$ cat src/rtl/uart_transmitter.sv
// uart_transmitter: 8N1 serial transmitter with a one-byte holding register,
// valid/ready byte input and an idle-high guard period after every reset.

package definitions_pkg;
   localparam int CLOCK_RATE = 18_432_000;
   localparam int BAUD_RATE  = 115_200;
endpackage

module uart_transmitter #(
   parameter int CLOCK_RATE = definitions_pkg::CLOCK_RATE,
   parameter int BAUD_RATE  = definitions_pkg::BAUD_RATE
) (
   input  logic       clk,
   input  logic       enabled,
   input  logic [7:0] data,
   input  logic       valid,
   output logic       ready,
   output logic       tx,
   output logic       busy
);

   localparam int BIT_CYCLES   = CLOCK_RATE / BAUD_RATE;
   localparam int GUARD_CYCLES = 10 * BIT_CYCLES;
   localparam int CNT_W        = $clog2(BIT_CYCLES);
   localparam int GRD_W        = $clog2(GUARD_CYCLES);
   localparam logic [CNT_W-1:0] BIT_LAST   = CNT_W'(BIT_CYCLES - 1);
   localparam logic [GRD_W-1:0] GUARD_LAST = GRD_W'(GUARD_CYCLES - 1);

   if (CLOCK_RATE % BAUD_RATE != 0) begin : g_bad_ratio
      $fatal(1, "CLOCK_RATE must be an integer multiple of BAUD_RATE");
   end
   if (BIT_CYCLES < 8) begin : g_bad_bit_cycles
      $fatal(1, "BIT_CYCLES must be at least 8");
   end

   typedef enum logic [2:0] {GUARD, IDLE, START, DATA, STOP} state_t;

   state_t           state_q, state_d;
   logic [CNT_W-1:0] bit_cnt_q, bit_cnt_d;
   logic [2:0]       bit_idx_q, bit_idx_d;
   logic [7:0]       shift_q, shift_d;
   logic [7:0]       hold_q, hold_d;
   logic             hold_full_q, hold_full_d;
   logic [GRD_W-1:0] guard_cnt_q, guard_cnt_d;
   logic             tx_q, tx_d;
   logic             accept;
   logic             bit_last;

   // Handshake and status derive from registered state only.
   assign ready    = enabled && (state_q != GUARD) && !hold_full_q;
   assign busy     = (state_q == START) || (state_q == DATA) || (state_q == STOP) || hold_full_q;
   assign tx       = tx_q;
   assign accept   = valid && ready;
   assign bit_last = (bit_cnt_q == BIT_LAST);

   // Next-state, counters, holding register and next line level.
   always_comb begin
      state_d     = state_q;
      bit_cnt_d   = bit_cnt_q;
      bit_idx_d   = bit_idx_q;
      shift_d     = shift_q;
      hold_d      = hold_q;
      hold_full_d = hold_full_q;
      guard_cnt_d = guard_cnt_q;
      tx_d        = 1'b1;

      unique case (state_q)
         GUARD: begin
            if (guard_cnt_q == GUARD_LAST) begin
               guard_cnt_d = '0;
               state_d     = IDLE;
            end else begin
               guard_cnt_d = guard_cnt_q + GRD_W'(1);
            end
         end
         IDLE: begin
            if (accept) begin
               shift_d   = data;
               bit_cnt_d = '0;
               state_d   = START;
            end
         end
         START, DATA, STOP: begin
            // A byte offered mid-frame parks in the holding register, except on
            // the final stop cycle where it is loaded straight into the shifter.
            if (accept && !(state_q == STOP && bit_last)) begin
               hold_d      = data;
               hold_full_d = 1'b1;
            end
            bit_cnt_d = bit_last ? '0 : bit_cnt_q + CNT_W'(1);
            if (bit_last) begin
               unique case (state_q)
                  START: begin
                     bit_idx_d = 3'd0;
                     state_d   = DATA;
                  end
                  DATA: begin
                     if (bit_idx_q == 3'd7) begin
                        state_d = STOP;
                     end else begin
                        bit_idx_d = bit_idx_q + 3'd1;
                     end
                  end
                  default: begin
                     if (hold_full_q) begin
                        shift_d     = hold_q;
                        hold_full_d = 1'b0;
                        state_d     = START;
                     end else if (accept) begin
                        shift_d = data;
                        state_d = START;
                     end else begin
                        state_d = IDLE;
                     end
                  end
               endcase
            end
         end
         default: state_d = GUARD;
      endcase

      unique case (state_d)
         START:   tx_d = 1'b0;
         DATA:    tx_d = shift_d[bit_idx_d];
         default: tx_d = 1'b1;
      endcase
   end

   // State register; a low enabled truncates any frame and drops the held byte.
   always_ff @(posedge clk) begin
      if (!enabled) begin
         state_q     <= GUARD;
         bit_cnt_q   <= '0;
         bit_idx_q   <= 3'd0;
         shift_q     <= 8'h00;
         hold_q      <= 8'h00;
         hold_full_q <= 1'b0;
         guard_cnt_q <= '0;
         tx_q        <= 1'b1;
      end else begin
         state_q     <= state_d;
         bit_cnt_q   <= bit_cnt_d;
         bit_idx_q   <= bit_idx_d;
         shift_q     <= shift_d;
         hold_q      <= hold_d;
         hold_full_q <= hold_full_d;
         guard_cnt_q <= guard_cnt_d;
         tx_q        <= tx_d;
      end
   end

endmodule

$ cat config.mk
export PLATFORM = sky130hd
export DESIGN_NAME = uart_transmitter
export DESIGN_NICKNAME = d
export VERILOG_FILES = /design/src/rtl/uart_transmitter.sv
export SDC_FILE = /design/constraint.sdc
export NUM_CORES = 1
export LEC_CHECK = 0
export CORE_MARGIN = 2
export CORE_UTILIZATION = 41
export CTS_BUF_LIST = sky130_fd_sc_hd__clkbuf_8 sky130_fd_sc_hd__clkbuf_16
export DETAILED_ROUTE_END_ITERATION = 12
export GPL_TIMING_DRIVEN = 0
export MAX_ROUTING_LAYER = met4
export REMOVE_ABC_BUFFERS = 1
export SYNTH_ARGS = -nofsm -noshare
export SYNTH_HDL_FRONTEND = slang
export SYNTH_SLANG_ARGS = --single-unit
$ cat constraint.sdc
create_clock -name clk -period 2.65 [get_ports clk]
set_input_delay 0.53 -clock clk [delete_from_list [all_inputs] [get_ports clk]]
set_output_delay 0.53 -clock clk [all_outputs]
set_load 0.01 [all_outputs]
======== Word level (Yosys, flattened, before mapping) ========
Index checks and enable logic that the tools add are counted.
operators by class
  $add $sub $neg .......................... 3
  $lt $le $gt $ge ......................... 1
  equality and inequality tests ........... 10
  muxes and demuxes ....................... 28
  reductions and logical operators ........ 17
operator list
  cell                     number
  $mux W8                  6
  $pmux W8 S2              2
  $mux W3                  7
  $eq A3 B2 Y1 const B     4
  $pmux W3 S2              2
  $add A11 B1 Y11 const B  1
  $eq A11 B11 Y1 const B   1
  $mux W11                 1
  $pmux W3 S3              1
  $add A8 B1 Y8 const B    1
  $eq A8 B8 Y1 const B     1
  $eq A3 B3 Y1 const B     2
  $logic_and A1 B1 Y1      5
  $mux W1                  5
  $lt A3 B4 Y1 const B     1
  $mux W2                  2
  $reduce_and A2 Y1        2
  $add A3 B1 Y3 const B    1
  $bmux W1 S3              1
  $eq A3 B1 Y1 const B     1
  $logic_not A3 Y1         1
  $logic_or A1 B1 Y1       3
  $reduce_bool A3 Y1       1
  $reduce_or A3 Y1         1
  5 further kinds          6
word-level totals
  bits in registers ....................... 43
  input bits .............................. 11
  output and inout port bits .............. 3
  word-level logic and storage cells ...... 67

======== Depth between registers and ports, before layout ========
Gate-level depths: netlist (run 1).
  depth after elaboration ................. 12
  gate-level depth with buffers ........... 9
  gate-level depth less buffers ........... 8

======== Worst setup path before layout (run 1) ========
No wires, ideal clock.
  path type ............................... register -> register
  from .................................... register bit_cnt_q[2]
  to ...................................... register tx_q, in the netlist tx
  setup time .............................. 0.130 ns
  arrival time ............................ 2.210 ns
  slack ................................... 0.311 ns
  stages on the path, launching flop included .. 10
  clock period less this slack ............ 2.339 ns
  cells stage by stage .................... dfxtp_1 > or3b_1 > buf_2 > or4_1 > buf_2 > and3_4 > a211oi_2 > mux2i_1 > o2111ai_1 > o211ai_1
on the way
  cells in the longest elaborated chain, start to end .. 6
ends and longest elaborated chain
  item                                    RTL line  RTL
  start, declared                         39        logic [CNT_W-1:0] bit_cnt_q, bit_cnt_d;
  start signal, assigned                  142       bit_cnt_q <= bit_cnt_d;
  $eq A8 B8 Y1 (*)                        54        assign bit_last = (bit_cnt_q == BIT_LAST);
  $mux W8 or $mux W3 (tied branches)      91        if (bit_last) begin
  $pmux W8 S2 or $mux W3 (tied branches)  67        unique case (state_q)
  $bmux W1 S3                             124       DATA: tx_d = shift_d[bit_idx_d];
  $mux W1 (implied by the code)           124
  $pmux W1 S2 (*)                         122       unique case (state_d)
  end signal, assigned                    148       tx_q <= tx_d;
  end, declared                           45        logic tx_q, tx_d;
Mark *: on every way between the ends. The rest lies on a longest branch, timed or not. The select of a mux whose other input is x is not followed.
A chain may end at the register's enable or synchronous reset.

======== Worst setup path after layout (run 1) ========
Ends and elaborated chain as after synthesis.

==> results of run 1 <==
==> routing by layer <==
metal / track usage (%) / share of wire, % / vias to the layer above
met2: 27.4 / 44 / 35
li1: - / - / 1034
met5: - / 0 / -
met4: 8.10 / 2.7 / 0
met1: 24.8 / 50 / 941
met3: 3.85 / 3.1 / 12
==> stage by stage <==
stage / hold WS, ns / TNS (ns)
finish: 0.484 / 0
detailed placement: 0.467 / -28.60
floorplan: 0.449 / 0
global placement: 0.464 / -30.47
global route: 0.504 / 0
CTS: 0.478 / -0.0150
==> power groups by stage <==
stage               Sequential, µW  Combinational, µW  Clock [µW]
finish                         652               51.9         399
global route                   653               56.4         432
CTS                            654               51.8         411
detailed placement             669               50.2           0
global placement               669               49.6           0
floorplan                      668               19.4           0
==> cell families (layout without fill, tap and decap cells) <==
logic type | after synthesis | after routing
xor+xnor | 13 | 13
compound gates | 59 | 59
mux | 12 | 12
fa+ha+maj | 3 | 3
flops | 43 | 43
simple gates | 128 | 128
buf+inv | 20 | 29
==> layout make-up <==
cell class,instances,share of cell area (%)
Clock buffer,5,2.60
Clock inverter,1,0.283
Inverter,5,0.708
Multi-Input combinational cell,215,54.0
Sequential cell,43,32.7
Tap cell,72,3.40
Timing Repair Buffer,18,6.33
==> worst register-to-register path, cell delays in order (launching register included) <==
cell,delay [ns]
dfxtp_1,0.42
or3b_4,0.45
or4_4,0.58
and3_4,0.21
a211oi_2,0.24
mux2i_1,0.13
o2111ai_1,0.21
o211ai_1,0.13
==> registers in the layout, summed over array words and instances, names as in the netlist <==
signal / flops
bit_idx_q: 3
hold_q: 8
hold_full_q: 1
shift_q: 8
state_q: 3
guard_cnt_q: 11
bit_cnt_q: 8
tx: 1
==> placed cells by master, fill, tap and decap left out, drive strengths merged, types with 8 or more instances in the layout <==
| master | n |
|---|---|
| a21oi | 13 |
| clkdlybuf4s50 | 11 |
| dfxtp | 43 |
| mux2i | 12 |
| nand2 | 19 |
| nand3 | 12 |
| nor2 | 29 |
| nor2b | 17 |
| nor3 | 9 |
| o21ai | 14 |
| xor2 | 8 |
==> worst max path at each step <==
stage / to / depth (start not counted) / from / slack [ns]
finish: tx / 7 / bit_cnt_q[2] / 0.14
CTS: tx / 8 / valid / -0.02
floorplan: tx / 7 / valid / 0.33
global route: tx / 7 / bit_cnt_q[2] / 0.001
detailed placement: tx / 8 / enabled / -1.94
global placement: tx / 8 / enabled / -2.06
==> repair_timing <==
item                       CTS  global route
gates resized for setup     14             9
setup buffers                2             3
setup endpoints to repair   28             3
pin swaps                    0             2
==> impl_metrics.yaml, run 1 <==
place:
  place_area_mm2: 0.00248
  pre_cts_ws_ns: -1.94
  dp_hpwl_um: 3570
  portBuffers: 13
  place_inst: 348
  gp_congestion: 0.867
layout:
  nNetsFinal: 302
  final_cell_count_no_fill: 359
  multi_input_area_mm2: 0.00143
  num-fill-cells: 540
  regArea_um2: 867
  fin_util_pct: 48.1
  antenna-diode-count: 0
  syn_to_final_growth_pct: 13.7
  final_area_mm2: 0.00265
  drive_above_1_share_pct: 12.9
drt:
  dr.pass1.iters: 4
  totalWireLength_um: 5290
  via_count: 2022
  ant_nets: 0
  drtIter0Drc: 127
  drcViolationCount: 0
  wl_per_cell_um: 14.7
  viasPerCell: 5.63
synth:
  synth-main-ff-cell: "dfxtp_1"
  yosysSeqAreaShare_pct: 36.9
  synth_adder_area_share_pct: 1.61
  synthSimpleGateAreaFrac_pct: 29.9
  synth_compound_area_share_pct: 17.7
  syn_inst: 278
  synth.most_common_cell: "dfxtp_1"
  synth_seq_cells: 43
  synth.area.top_cells: "dfxtp_1, mux2i_1, nor2b_1"
  yosys.area.top_type_share_pct: 36.9
  synth_top_family_by_area: "simple AND/OR/NAND/NOR gates"
  async_flop_share_pct: 0
  yosysUniqueCellTypes: 54
  synth_area_mm2: 0.00233
  synth-xor-area-share_pct: 4.89
  synth_edf_count: 0
  synthTopCellsByCount: "dfxtp_1, nor2_1, nand2_1"
  yosysWarnings: 0
  synthMuxAreaShare_pct: 5.16
  syn_area_per_cell_um2: 8.38
  synth_top_cell_by_area: "dfxtp_1"
worst_hold_path:
  hold_depth: 2
  holdCritStartpoint: "bit_cnt_q[1]"
  min_to: "bit_cnt_q[1]"
  holdCritPathClass: "reg -> reg"
global_routing:
  grt_pass1_vias: 1868
  grt.total_usage_pct: 18.6
  grt_pass1_wl_um: 8930
  grt_overflow_total: 0
  antenna_found_initial: 0
  grt_max_degree: 35
worst_setup_path:
  r2r_cells: 7
  crit_required_ns: 2.81
  cp_top_family: "simple AND/OR/NAND/NOR gates"
  cp.arrival_ns: 2.67
  cpMaxStageDelayCell: "or4_4"
  max_stage_delay_ns: 0.58
  reg2reg_from: "bit_cnt_q[2]"
  crit_chain: "or3b_4 -> or4_4 -> and3_4 -> a211oi_2 -> mux2i_1 -> o2111ai_1 -> o211ai_1"
  cp-end-kind: "register"
  cp-start-kind: "register"
  crit_type: "reg -> reg"
  cp_max_fo: 6
  cp.buffers_inverters: 0
  r2r-end: "tx"
  reg2reg_slack_ns: 0.14
cts:
  htreeDepth: 2
  cts_tree: "yes"
  holdBufCountCts: 0
  clockBufferDepth: 2
  cts_buffers: 5
  cts_root_buffer: "clkbuf_8"
  clock-sinks: 43
  clk_pin_slew_ns: 0.08
  clock_latency_ns: 0.30
pwr:
  pwr-share-clk_pct: 36.2
  switching_share_pct: 23.0
  power_uw: 1100
  power_density_mw_per_mm2: 416
  p_int_uw: 849
  switchingPower_uw: 254
  vdd_ir_drop_max_mv: 0.225
  p_comb_share_pct: 4.7
  leakagePower_uw: 0.000883
  power_frac_seq_pct: 59.1
sta:
  fin_ws_ns: 0.141
  finalCriticalPeriod_ns: 2.51
  finalClockSkew_ns: 0.0114
  fin_crit_sh_pct: 94.7
  report.final.slew_viol_count: 0
  fmax_mhz: 399
  tightest_slew_ns: 0.659
  rsz0062_at_grt: "no"
  finalHoldViolations: 0
  slew_headroom_pct: 56.1
  setup_viol: 0
floorplanning:
  io_pins: 14
  die-area_mm2: 0.00630
  core_mm2: 0.00551
  dieHeight_um: 79.4
  die_w_um: 79.4
  rows: 27
  start_util_pct: 42.3
run_status:
  status: "finished, final reports clean"
flow_run:
  cap_viol_max_count: 0
(Power assumes the default switching activity.)
==> run 2, diff against run 1 <==
- CAP_MARGIN: default -> 40
- CTS_CLUSTER_DIAMETER: default -> 200
- CTS_CLUSTER_SIZE: default -> 20
==> impl_metrics.yaml, run 2 (synthesis gave the netlist of run 1 again) <==
layout:
  syn_to_final_growth_pct: 16.5
  final_common_cell: "dfxtp_1"
  largest-register: "guard_cnt_q"
  drive_above_1_share_pct: 13.5
  fin_util_pct: 49.3
  nNetsFinal: 302
  final_cell_mix: "dfxtp_1, nor2_1, nand2_1, nor2b_1, o21ai_0"
  largest_reg_flops: 11
  num-fill-cells: 516
  antenna-diode-count: 0
drt:
  drcViolationCount: 0
  wl_per_cell_um: 14.5
  drtIter0Drc: 114
  wl_met3_um: 142
  wl_met2_um: 2400
  viasPerCell: 5.62
  top_layer: "met4"
  drt-met1-wl_um: 2640
  totalWireLength_um: 5230
  dr.pass1.iters: 4
  via_count: 2023
  ant_nets: 0
pwr:
  vdd_ir_drop_max_mv: 0.267
  power_density_mw_per_mm2: 444
  p_int_uw: 951
  power_frac_seq_pct: 54.3
  leakagePower_uw: 0.000906
  p_comb_share_pct: 4.6
  pwr-share-clk_pct: 41.1
  switchingPower_uw: 254
  switching_share_pct: 21.1
global_routing:
  grt.total_usage_pct: 18.4
  grt_pass1_wl_um: 8840
  grt_overflow_total: 0
  grt_max_degree: 27
  antenna_found_initial: 0
  grt_pass1_vias: 1856
floorplanning:
  core_mm2: 0.00551
  start_util_pct: 42.3
  dieHeight_um: 79.4
  rows: 27
  die_w_um: 79.4
  die-area_mm2: 0.00630
  io_pins: 14
worst_setup_path:
  crit_required_ns: 2.81
  reg2reg_slack_ns: 0.12
  cp_max_fo: 7
  cp.arrival_ns: 2.75
  cp-end-kind: "register"
  cp-start-kind: "input pin"
  crit_type: "in -> reg"
worst_hold_path:
  holdCritPathClass: "reg -> reg"
cts:
  clock-sinks: 43
  cts_tree: "yes"
  clk_pin_slew_ns: 0.08
  clockBufferDepth: 2
  clock_latency_ns: 0.29
  cts_root_buffer: "clkbuf_8"
  htreeDepth: 2
  cts_buffers: 5
flow_run:
  cap_viol_max_count: 0
sta:
  finalClockSkew_ns: 0.0132
  tightest_slew_ns: 0.667
  report.final.slew_viol_count: 0
  setup_viol: 0
  rsz0062_at_grt: "yes"
  fin_crit_sh_pct: 98.0
  finalHoldViolations: 0
  fmax_mhz: 385
  fin_ws_ns: 0.0537
  finalCriticalPeriod_ns: 2.60
  slew_headroom_pct: 55.5
place:
  dp_hpwl_um: 3670
  portBuffers: 13
  gp_congestion: 0.867
  pre_cts_ws_ns: -1.11
run_status:
  status: "finished, final reports clean"
==> run 2: cell types whose count changed in the layout (fill, tap and decap cells not counted), sizes merged <==
cell           previous run  this run
bufinv                    0         1
clkbuf                    6         5
clkdlybuf4s15             0         1
clkdlybuf4s50            11        12
clkinvlp                  1         0
dlymetal6s2s              1         0
inv                       5         6
==> run 2: metal layers <==
metal  vias to the layer above  track usage [%]
li1                       1031                -
met1                       965             25.2
met2                        23             27.5
met3                         4             4.19
met4                         0             4.66
met5                         -                -
==> run 2: stage by stage <==
step	hold slack (ns)	TNS, ns	total power [µW]	std cells	cell area, µm²
after floorplan	0.449	0	687	263	2260
after global placement	0.464	-30.47	718	348	2480
after detailed placement	0.467	-10.52	723	350	2510
after CTS	0.479	0	1220	358	2670
after global routing	0.503	-0.0195	1250	360	2710
final	0.478	0	1200	360	2710
==> run 2: layout make-up <==
cell class,instances,area (µm²),share of cell area [%]
flip-flops and latches,43,865,31.9
clock buffers,5,68.8,2.54
inverters,5,18.8,0.692
clock inverters,2,33.8,1.24
multi-input cells,215,1450,53.4
repair buffers,18,189,6.96
well taps,72,90.1,3.32
==> run 2: worst paths after layout <==
path | from | to | cells past startpoint
max | valid | tx | 9
min | bit_cnt_q[1] | bit_cnt_q[1] | 2
max reg2reg | state_q[2] | tx | 7
min reg2reg | bit_cnt_q[1] | bit_cnt_q[1] | 2
==> run 2: worst max-delay path, stage by stage <==
cell and delay (ns):
clkdlybuf4s50_1 0.59, nand3b_1 0.22, nor3_4 0.29, buf_4 0.23
nor2_1 0.08, a221oi_2 0.32, mux2i_1 0.16, o2111ai_1 0.20
o211ai_1 0.13
==> run 2: power by group through the flow <==
stage / Sequential, µW / Combinational, µW / Clock, µW
after floorplan: 668 / 19.4 / 0
after global placement: 669 / 49.6 / 0
after detailed placement: 669 / 54.3 / 0
after CTS: 654 / 56.0 / 507
after global routing: 654 / 60.0 / 533
final: 654 / 55.9 / 495
==> run 2: repair_timing <==
| action | in CTS | in global routing |
|---|---|---|
| setup buffers | 1 | 2 |
| hold buffers | 0 | 0 |
| resized for setup | 13 | 8 |
| pin swaps | 1 | 1 |
| endpoints found under the setup margin | 18 | 2 |
==> run 3, diff against run 2 <==
- DONT_BUFFER_PORTS: default -> 1
- clock period: 2.65 -> 3.1 ns (I/O delays scaled with it)
==> impl_metrics.yaml, run 3 (synthesis gave the netlist of run 1 again) <==
place:
  place_area_mm2: 0.00236
  pre_cts_ws_ns: 0.258
  portBuffers: 0
  gp_congestion: 0.874
  place_inst: 336
  dp_hpwl_um: 3590
global_routing:
  grt_pass1_vias: 1827
  antenna_found_initial: 0
  grt_pass1_wl_um: 8470
  grt_max_degree: 35
  grt.total_usage_pct: 17.7
  grt_overflow_total: 0
worst_hold_path:
  holdCritPathClass: "in -> reg"
pwr:
  p_int_uw: 716
  pwr-share-clk_pct: 37.5
  power_uw: 925
  p_comb_share_pct: 2.1
  leakagePower_uw: 0.000803
  power_density_mw_per_mm2: 378
  power_frac_seq_pct: 60.4
  switching_share_pct: 22.5
  vdd_ir_drop_max_mv: 0.258
  switchingPower_uw: 208
layout:
  drive_above_1_share_pct: 7.72
  final_cell_count_no_fill: 344
  antenna-diode-count: 0
  nNetsFinal: 285
  final_cell_mix: "dfxtp_1, nor2_1, nand2_1, nor2b_1, o21ai_0"
  largest_reg_flops: 11
  regArea_um2: 861
  largest-register: "guard_cnt_q"
  final_area_mm2: 0.00244
  multi_input_area_mm2: 0.00139
  num-fill-cells: 552
  syn_to_final_growth_pct: 4.89
  final_common_cell: "dfxtp_1"
sta:
  fmax_mhz: 372
  finalHoldViolations: 0
  finalCriticalPeriod_ns: 2.69
  report.final.slew_viol_count: 0
  rsz0062_at_grt: "no"
  tightest_slew_ns: 0.868
  fin_ws_ns: 0.412
  finalClockSkew_ns: 0.00910
  fin_crit_sh_pct: 86.7
  setup_viol: 0
  slew_headroom_pct: 42.0
  setup_tns_ns: 0
worst_setup_path:
  crit_type: "reg -> reg"
  crit_chain: "or3b_1 -> or4_1 -> and3_4 -> a211oi_2 -> mux2i_1 -> o2111ai_1 -> o211ai_1"
  max_stage_delay_ns: 0.67
  cp.arrival_ns: 2.86
  crit_required_ns: 3.27
  cp_max_fo: 9
  cp-start-kind: "register"
  cpMaxStageDelayCell: "or4_1"
  cp-end-kind: "register"
drt:
  viasPerCell: 5.75
  totalWireLength_um: 5150
  drcViolationCount: 0
  wl_met3_um: 259
  ant_nets: 0
  dr.pass1.iters: 4
  wl_met2_um: 2340
  wl_per_cell_um: 15.0
  drt-met1-wl_um: 2450
  via_count: 1977
  drtIter0Drc: 82
  top_layer: "met4"
cts:
  cts_root_buffer: "clkbuf_8"
  clk_pin_slew_ns: 0.08
  cts_tree: "yes"
  holdBufCountCts: 0
  clock-sinks: 43
  htreeDepth: 2
  cts_buffers: 5
  clock_latency_ns: 0.31
  clockBufferDepth: 2
floorplanning:
  die_w_um: 79.4
  start_util_pct: 42.3
  rows: 27
  die-area_mm2: 0.00630
  io_pins: 14
  core_mm2: 0.00551
  dieHeight_um: 79.4
run_status:
  status: "finished, final reports clean"
flow_run:
  cap_viol_max_count: 0
run 3: worst paths after layout:
kind                start           end  slack [ns]  cells past startpoint
min               enabled  bit_idx_q[0]        0.43                      1
max            state_q[2]            tx        0.41                      7
max reg2reg    state_q[2]            tx        0.41                      7
min reg2reg  bit_cnt_q[1]  bit_cnt_q[1]        0.49                      2
run 3: power groups by stage:
stage,clock [µW],combinational [µW],sequential (µW)
floorplan,0,16.6,571
global placement,0,19.0,572
detailed placement,0,19.2,572
CTS,355,19.2,559
global route,381,21.7,560
finish,347,19.1,559
run 3: final cells by class:
cell class | instances | share of cell area, %
timing repair buffer | 1 | 0.307
clock inverter | 3 | 0.512
sequential | 43 | 35.2
tap | 72 | 3.69
multi-input combinational | 215 | 56.7
clock buffer | 5 | 2.82
inverter | 5 | 0.768
run 3: metrics by stage:
stage,hold WS (ns),util (%)
finish,0.434,44.4
global route,0.429,44.4
CTS,0.429,44.3
detailed placement,0.479,42.8
global placement,0.469,42.7
floorplan,0.449,-
run 3: critical path, delay by kind of cell (launching register included):
kind	cells	cell delay [ns]
AND/OR/NAND/NOR	3	1.35
AO/OA/AOI/OAI	3	0.61
flip-flops	1	0.47
multiplexers	1	0.13
run 3: timing repair:
| item | CTS | global route |
|---|---|---|
| setup buffers | 0 | 0 |
| hold endpoints to repair | 0 | 0 |
| gates resized for setup | 0 | 1 |
| endpoints found under the setup margin | 0 | 1 |
run 3: per-layer routing:
metal	vias up	global-route usage, %
met5	-	-
met4	0	9.31
met3	10	4.19
met2	48	26.4
met1	922	22.4
li1	997	-
